`src/rtl/mem_access_stage_pkg.sv`:
```
// mem_access_stage_pkg: FSM states, load funct3 codes, AXI response code and misalignment helper
package mem_access_stage_pkg;
  typedef enum logic [2:0] {IDLE, RD, RWAIT, WR, BWAIT, DONE} state_t;
  localparam logic [2:0] MR_LB  = 3'b000;
  localparam logic [2:0] MR_LH  = 3'b001;
  localparam logic [2:0] MR_LW  = 3'b010;
  localparam logic [2:0] MR_LBU = 3'b100;
  localparam logic [2:0] MR_LHU = 3'b101;
  localparam logic [1:0] RESP_OKAY = 2'b00;
  // Stores are sized by their byte mask, loads by funct3.
  function automatic logic lsu_misaligned(input logic wen, input logic [2:0] mrtype,
                                          input logic [3:0] wmask, input logic [1:0] off);
    logic half, word;
    half = wen ? (wmask == 4'b0011) : (mrtype == MR_LH || mrtype == MR_LHU);
    word = wen ? (wmask == 4'b1111) : (mrtype == MR_LW);
    return (half && off[0]) || (word && off != 2'b00);
  endfunction
endpackage

```
`src/rtl/mem_access_stage_align.sv`:
```
// lsu_load_align: shift a bus word down to the addressed byte and sign/zero-extend per funct3
// Ports: rdata (raw bus word), off (address bits [1:0]), mrtype (load funct3), data (extended result)
module lsu_load_align
  import mem_access_stage_pkg::*;
(
  input  logic [31:0] rdata,
  input  logic [1:0]  off,
  input  logic [2:0]  mrtype,
  output logic [31:0] data
);
  logic [31:0] s;
  always_comb begin
    s = rdata >> {off, 3'b000};
    data = mrtype == MR_LB  ? {{24{s[7]}}, s[7:0]} :
           mrtype == MR_LH  ? {{16{s[15]}}, s[15:0]} :
           mrtype == MR_LBU ? {24'h0, s[7:0]} :
           mrtype == MR_LHU ? {16'h0, s[15:0]} : s;
  end
endmodule

```
`src/rtl/mem_access_stage.sv`:
```
// mem_access_stage: M-stage load/store unit issuing AXI4-Lite accesses and registering results for W
// Ports: clk, rst (async active-low); s_valid/s_ready upstream; *M instruction fields in;
//   AXI-Lite AR/R/AW/W/B master channels; m_valid/m_ready downstream; *W registered fields out,
//   rdataW (extended load data), buserrW (non-OKAY response), misalignW (misalignment trap).
// Optional: LSU_MISALIGN_TRAP_EN turns misaligned lh/lhu/lw/sh/sw into a bus-less trap; otherwise misalignW stays 0.
module mem_access_stage
  import mem_access_stage_pkg::*;
#(
  parameter int AW = 32,
  parameter int DW = 32
) (
  input  logic          clk,
  input  logic          rst,
  input  logic          s_valid,
  output logic          s_ready,
  input  logic          mvalidM,
  input  logic          mwenM,
  input  logic [7:0]    mwmaskM,
  input  logic [2:0]    mrtypeM,
  input  logic [31:0]   ALU_resultM,
  input  logic [31:0]   src2M,
  input  logic [1:0]    rdregsrcM,
  input  logic [4:0]    rdM,
  input  logic [31:0]   pcM,
  input  logic [31:0]   dnpcM,
  input  logic [11:0]   csraddrM,
  input  logic          csrM,
  input  logic          ecallM,
  output logic [AW-1:0] araddr,
  output logic          arvalid,
  input  logic          arready,
  input  logic [DW-1:0] rdata,
  input  logic [1:0]    rresp,
  input  logic          rvalid,
  output logic          rready,
  output logic [AW-1:0] awaddr,
  output logic          awvalid,
  input  logic          awready,
  output logic [DW-1:0] wdata,
  output logic [DW/8-1:0] wstrb,
  output logic          wvalid,
  input  logic          wready,
  input  logic [1:0]    bresp,
  input  logic          bvalid,
  output logic          bready,
  output logic          m_valid,
  input  logic          m_ready,
  output logic [31:0]   rdataW,
  output logic [1:0]    rdregsrcW,
  output logic [4:0]    rdW,
  output logic [31:0]   pcW,
  output logic [31:0]   dnpcW,
  output logic [11:0]   csraddrW,
  output logic          csrW,
  output logic          ecallW,
  output logic          buserrW,
  output logic          misalignW
);
  state_t state, nxt;
  logic [AW-1:0] addr_q;
  logic [3:0]  wmask_q;
  logic [31:0] src2_q, load_data;
  logic [2:0]  mrtype_q;
  logic aw_done, w_done, accept, mis_in;
  logic unused_mask_hi;
  assign unused_mask_hi = ^mwmaskM[7:4];
`ifdef LSU_MISALIGN_TRAP_EN
  assign mis_in = mvalidM && lsu_misaligned(mwenM, mrtypeM, mwmaskM[3:0], ALU_resultM[1:0]);
`else
  assign mis_in = 1'b0;
`endif
  lsu_load_align u_align (
    .rdata (rdata),
    .off   (addr_q[1:0]),
    .mrtype(mrtype_q),
    .data  (load_data)
  );
  always_ff @(posedge clk or negedge rst) begin
    if (!rst) state <= IDLE;
    else state <= nxt;
  end
  // Bus valids are pure decodes of state so an asserted reset drops them without a clock.
  always_comb begin
    nxt     = state;
    s_ready = state == IDLE;
    accept  = s_valid && s_ready;
    arvalid = state == RD;
    rready  = state == RWAIT;
    awvalid = state == WR && !aw_done;
    wvalid  = state == WR && !w_done;
    bready  = state == BWAIT;
    m_valid = state == DONE;
    araddr  = {addr_q[AW-1:2], 2'b00};
    awaddr  = {addr_q[AW-1:2], 2'b00};
    wdata   = src2_q << {addr_q[1:0], 3'b000};
    wstrb   = wmask_q << addr_q[1:0];
    case (state)
      IDLE:    nxt = !accept ? IDLE : (mis_in || !mvalidM) ? DONE : mwenM ? WR : RD;
      RD:      nxt = arready ? RWAIT : RD;
      RWAIT:   nxt = rvalid ? DONE : RWAIT;
      WR:      nxt = ((aw_done || awready) && (w_done || wready)) ? BWAIT : WR;
      BWAIT:   nxt = bvalid ? DONE : BWAIT;
      DONE:    nxt = m_ready ? IDLE : DONE;
      default: nxt = IDLE;
    endcase
  end
  always_ff @(posedge clk or negedge rst) begin
    if (!rst) begin
      addr_q    <= '0;
      wmask_q   <= '0;
      src2_q    <= '0;
      mrtype_q  <= '0;
      aw_done   <= 1'b0;
      w_done    <= 1'b0;
      rdataW    <= '0;
      rdregsrcW <= '0;
      rdW       <= '0;
      pcW       <= '0;
      dnpcW     <= '0;
      csraddrW  <= '0;
      csrW      <= 1'b0;
      ecallW    <= 1'b0;
      buserrW   <= 1'b0;
      misalignW <= 1'b0;
    end else begin
      if (accept) begin
        addr_q    <= ALU_resultM[AW-1:0];
        wmask_q   <= mwmaskM[3:0];
        src2_q    <= src2M;
        mrtype_q  <= mrtypeM;
        aw_done   <= 1'b0;
        w_done    <= 1'b0;
        rdataW    <= '0;
        rdregsrcW <= rdregsrcM;
        rdW       <= rdM;
        pcW       <= pcM;
        dnpcW     <= dnpcM;
        csraddrW  <= csraddrM;
        csrW      <= csrM;
        ecallW    <= ecallM;
        buserrW   <= 1'b0;
        misalignW <= mis_in;
      end
      if (awvalid && awready) aw_done <= 1'b1;
      if (wvalid && wready) w_done <= 1'b1;
      if (rready && rvalid) begin
        rdataW  <= load_data;
        buserrW <= rresp != RESP_OKAY;
      end
      if (bready && bvalid) buserrW <= bresp != RESP_OKAY;
    end
  end
endmodule

```
`config.mk`:
```
export PLATFORM = sky130hd
export DESIGN_NAME = mem_access_stage
export DESIGN_NICKNAME = d
export VERILOG_FILES = /design/src/rtl/mem_access_stage_pkg.sv /design/src/rtl/mem_access_stage_align.sv /design/src/rtl/mem_access_stage.sv
export SDC_FILE = /design/constraint.sdc
export NUM_CORES = 1
export LEC_CHECK = 0
export CAP_MARGIN = 20
export CORE_ASPECT_RATIO = 2
export CORE_MARGIN = 2
export CORE_UTILIZATION = 35
export DETAILED_ROUTE_END_ITERATION = 7
export MAX_ROUTING_LAYER = met4
export PLACE_DENSITY = 0.72
export SLEW_MARGIN = 20
export SYNTH_ARGS = -nofsm -noshare
export SYNTH_HDL_FRONTEND = slang
export SYNTH_HIERARCHICAL = 1
export SYNTH_SLANG_ARGS = --single-unit
```
`constraint.sdc`:
```
create_clock -name clk -period 4.15 [get_ports clk]
set_input_delay 0.415 -clock clk [delete_from_list [all_inputs] [get_ports clk]]
set_output_delay 0.415 -clock clk [all_outputs]
set_load 0.005 [all_outputs]
```
; ---- Word-level counts from Yosys, hierarchy flattened
; Cells that the tools add are included.
; Widths: inputs -> output; s select.
[classes]
eq_ne = 8
shift = 3
mux = 20
reduce_logical = 20
[ops]
columns = operator, count
row1 = $mux 32, 6
row2 = $shl 32x5->32, 1
row3 = $shr 32x5->32, 1
row4 = $pmux 3 s6, 1
row5 = $mux 3, 5
row6 = $eq 3x3->1 const B, 4
row7 = $reduce_bool 2->1, 5
row8 = $logic_and 1x1->1, 8
row9 = $eq 3x1->1 const B, 2
row10 = $eq 3x2->1 const B, 2
row11 = $logic_not 3->1, 2
row12 = $mux 1, 6
row13 = $mux 2, 2
row14 = $shl 4x2->4, 1
row15 = $reduce_bool 3->1, 1
row16 = $logic_not 1->1, 2
row17 = $logic_or 1x1->1, 2
[totals]
reg_bits = 194
inputBits = 207
output_inout_bits = 226
wordCells = 67

; ---- Logic depth before layout (Yosys ltp)
[logic_depth]
word_depth = 6
ltp_mapped = 7

; ---- Cells and area by module
; Netlist, hierarchy kept.
[by_module_without_submodules]
columns = module, n_inst, cells_per_inst, area_each_um2, seq_area_each_um2
row1 = mem_access_stage, 1, 1004, 8622.0, 4854.7
row2 = lsu_load_align, 1, 118, 765.7, 0.0

; ---- Worst setup path before layout
; OpenSTA, ideal clock, no wires.
[synth_path]
path_kind = register -> register
start = register addr_q[0]
end = register rdataW[16]
setup_time_ns = 0.133
arrival_time_ns = 1.558
t_required_ns = 4.017
slack_ns = 2.458
path_stages_with_launch = 7
n_path_buf = 1
synth_period_minus_slack_ns = 1.692
cell_sequence = dfrtp_1 buf_6 mux4_2 nor4_4 a21oi_1 nand2_1 o21ai_0
[synth_between]
elab_chain_len = 6
[synth_lines]
columns = item, line
row1 = from (decl), mem_access_stage.sv:60  ; logic [AW-1:0] addr_q;
row2 = from (signal assigned), mem_access_stage.sv:127  ; addr_q <= ALU_resultM[AW-1:0];
row3 = $shr 32x5->32 (*), mem_access_stage_align.sv:13  ; s = rdata >> {off, 3'b000};
row4 = $mux 32, mem_access_stage_align.sv:17  ; mrtype == MR_LHU ? {16'h0, s[15:0]} : s;
row5 = $mux 32, mem_access_stage_align.sv:16  ; mrtype == MR_LBU ? {24'h0, s[7:0]} :
row6 = $mux 32, mem_access_stage_align.sv:15  ; mrtype == MR_LH ? {{16{s[15]}}, s[15:0]} :
row7 = $mux 32 (*), mem_access_stage_align.sv:14  ; data = mrtype == MR_LB ? {{24{s[7]}}, s[7:0]} :
row8 = net load_data[16], mem_access_stage.sv:62  ; logic [31:0] src2_q, load_data;
row9 = $mux 32 (*), mem_access_stage.sv:146  ; if (rready && rvalid) begin
row10 = to (signal assigned), mem_access_stage.sv:147  ; rdataW <= load_data;
row11 = to (decl), mem_access_stage.sv:48  ; output logic [31:0] rdataW,
; Mark *: on every way through the listed nets, which the timed path passes. The rest lies on a longest branch.
; A chain may end at the register's enable or synchronous reset.

; ---- Worst setup path after layout
[layout_path]
start = register addr_q[0]
end = output port wdata[19]
[layout_between]
elab_chain_len = 1
[layout_lines]
columns = item, line
row1 = $shl 32x5->32, mem_access_stage.sv:95  ; wdata = src2_q << {addr_q[1:0], 3'b000};
row2 = to (decl), mem_access_stage.sv:39  ; output logic [DW-1:0] wdata,
; Every way passes these cells.

==> summary.md <==
| Metric | Value |
|---|---|
| Status | finished, violations left |
| Failing checks | negative hold slack |
| Antenna-violating nets left | 0 |
| Synthesized instance count | roughly 1,100 |
| Mapped Area | roughly 9400 sq um |
| Max Freq | between 300 and 400 MHz |
| Setup bufs post-CTS | 0 |
| # nets final | about 1,700 |
| Max-Cap Viols | 0 |
| Final Critical Period | roughly 3.2 ns |
| Sequential fraction of the synthesis area | approximately half |
| Num Clock Sinks | 194 |
| Worst VDD drop | 0.386 mV |
| Die H | between 200 and 250 um |
| Final setup violation count | 0 |
| Critical path fanouts, max | 42 |
| Synth top area share | 51.7% |
| Clock transition at path regs | about 0.07 ns |
| Largest net degree at the start of global routing | 96 |
| Iteration count of the initial detailed-routing pass | 4 |
| Post-CTS resize count | 0 |
| Tot Pwr | a little over 10 mW |
| Minimum hold slack | -0.000541 ns |
| Worst path depth | 4 |
| Hold WC Path Type | in2async |
| Total GRT Usage | roughly 22% |
| Clk buf depth | 2 |
| Drt total wl | 30,300 um |
| Seq cells post-synth | roughly 190 |
| Non-Filler Instances | roughly 1,800 |
| Initial DRC count | 496 |
| Number of global-route vias before repair | around 8,600 |
| Pwr dens | roughly 730 nW/um^2 |
| Layout Skew | 0.0119 ns |
| Die area | between 20,000 and 30,000 sq um |
| Register area | about 4900 sq um |
| Clk Latency, worst-skew pair | 0.45 ns |
| Post-synth top area cell | dfrtp_1 |
| CP Class | reg2out |
| Worst path slowest cell | dfrtp_2 |
| Multi-input combinational cell area | approximately 3700 sq um |
| Post-synth top flop | dfrtp_1 |
| Post-route DRC | 0 |
| Bufs and invs on worst path | 1 |
| Area grow syn2layout | 48.2% |
| Hold Fails Final Rpt | 1 |
| Vias | 8,447 |
| CP delay by family, top | flip-flops |
| Max_slew headroom | 30.5% |
| Final Max Tran Viols | 0 |
| Boundary pin count | 433 |
| CTS root buf | clkbuf_16 |
| DP HPWL | 22,100 um |
| Worst-case reg-to-reg path depth | 6 |
| Yosys cell types | 39 |
| Post-Place Setup Slack | 1.27 ns |
| Unrepaired setup endpoints after global routing | false |
| CTS tree | done |
| Placed cells | around 1,800 |
| Final worst slack | about 0.94 ns |
| Post-Syn Area per Cell | approximately 8.4 sq um |
| PortBufs | 423 |
| Crit path largest cell delay | 0.91 ns |
| Yosys warns | 6 |
| Global-route wire length before repair | 46,900 um |
| GRT overflow | 0 |
| Tcrit/Tclk final | between 70 and 80% |
| Vias per cell | 4.67 |
| Setup TNS | 0 ns |
| P_leak | 6.40 nW |
| Least-Margin Pin Slew | 1.04 ns |
| Number of flops mapped to enable cells by yosys | 0 |
| Layout cell share with drive strength beyond 1 | 4.65% |
| Worst-path cell chain | nor2b_1 -> nand2_1 -> o21ai_0 -> clkdlybuf4s50_1 |
| Post-CTS Hold Buffers | 0 |
| Startpoint class of the critical path | flop |
| Top post-synthesis cells by area | dfrtp_1 (52%), nand2_1 (23%), buf_4 (5.2%) |
| Row Count | 84 |
| Num CTS Buffers | 17 |
| WL/cell | roughly 17 um |
| Initial antenna violation count | 3 |
| H-tree depth | 4 |
| CP arrival | approximately 2.8 ns |
| Fill cells | roughly 2,500 |
| Core box area | ~26,000 sq um |
| Starting Density | between 30% and 40% |
| Critical Path RT | 3.73 ns |
| Die X-Extent | 120 um |
| Crit path capture type | output pin |
| Ys async rst share | 100% |
| Placer Congestion | between 0.8 and 0.9 |
## cell type report
| cell class | instances | area share [%] |
|---|---|---|
| clock inverter | 14 | 0.935 |
| sequential | 194 | 34.9 |
| antenna | 3 | 0.0540 |
| inverter | 3 | 0.0809 |
| tap | 344 | 3.09 |
| clock buffer | 17 | 3.06 |
| multi-input combinational | 799 | 26.6 |
| timing repair buffer | 434 | 31.2 |
## state kept, by name, summed over array words and instances, names as in the netlist
| name | flops |
|---|---|
| addr_q | 32 |
| dnpcW | 32 |
| pcW | 32 |
| rdataW | 32 |
| src2_q | 32 |
| csraddrW | 12 |
| rdW | 5 |
| wmask_q | 4 |
| mrtype_q | 3 |
| state | 3 |
| rdregsrcW | 2 |
| aw_done | 1 |
| buserrW | 1 |
| csrW | 1 |
| ecallW | 1 |
| w_done | 1 |
## synth_stat cells, drive strengths merged (3+ instances only)
cell type,number
nand2,569
and2,9
or2,7
a211oi,9
and3b,3
nor3b,5
inv,3
a21oi,32
buf,109
nor2b,13
mux2,9
nor2,17
o21ai,61
mux2i,35
dfrtp,194
nor3,3
clkbuf,21
## metrics by stage
stage          instance area (sq um)  util (%)
3_5_place_dp                   13400      50.6
6_report                       13900      52.7
5_1_grt                        13900      52.7
4_1_cts                        13900      52.7
2_1_floorplan                   9400         -
3_3_place_gp                   13400      50.6
## routing by layer
layer,wire length [um],GRT usage [%],share of wire (%),vias to the layer above
li1,-,-,-,4128
met1,11500,23.9,38,3972
met2,16300,38.6,54,308
met3,1830,5.01,6.0,39
met4,775,9.27,2.6,0
met5,0,-,0,-
## worst paths after layout
kind	startpoint	endpoint	slack, ns
min reg2reg	src2_q[29]	src2_q[29]	0.47
max	addr_q[0]	wdata[19]	0.94
min	rst	rdataW[4]	-0.0005
max in group asynchronous	rst	rdW[3]	3.14
max reg2reg	addr_q[0]	rdataW[16]	1.22
min in group clk	src2_q[29]	src2_q[29]	0.47
## cells by family after synthesis
kind of cell           after synthesis  synth area share [%]
other                                1                0.0399
buffers and inverters              133                  9.26
DFF                                194                  51.7
AOI/OAI and AO/OA                  112                  6.58
muxes                               45                  5.05
and+or+nand+nor                    637                  27.3
## cells in the final DEF (no fill, tap or decap), types with 13 or more instances in the layout
cell and n:
nand2_1 569, mux2i_1 35, o21ai_0 61, nor2_1 17
clkdlybuf4s50_1 422, nor2b_1 13, a21oi_1 32, dfrtp_1 192
clkbuf_16 17
## power breakdown
part	total, mW	switching, mW	internal [mW]
clock	1.61	0.780	0.832
combinational	5.04	2.24	2.80
sequential	3.52	0.745	2.77
total	10.2	3.76	6.40
No activity file was read; power rests on OpenSTA's default activity.
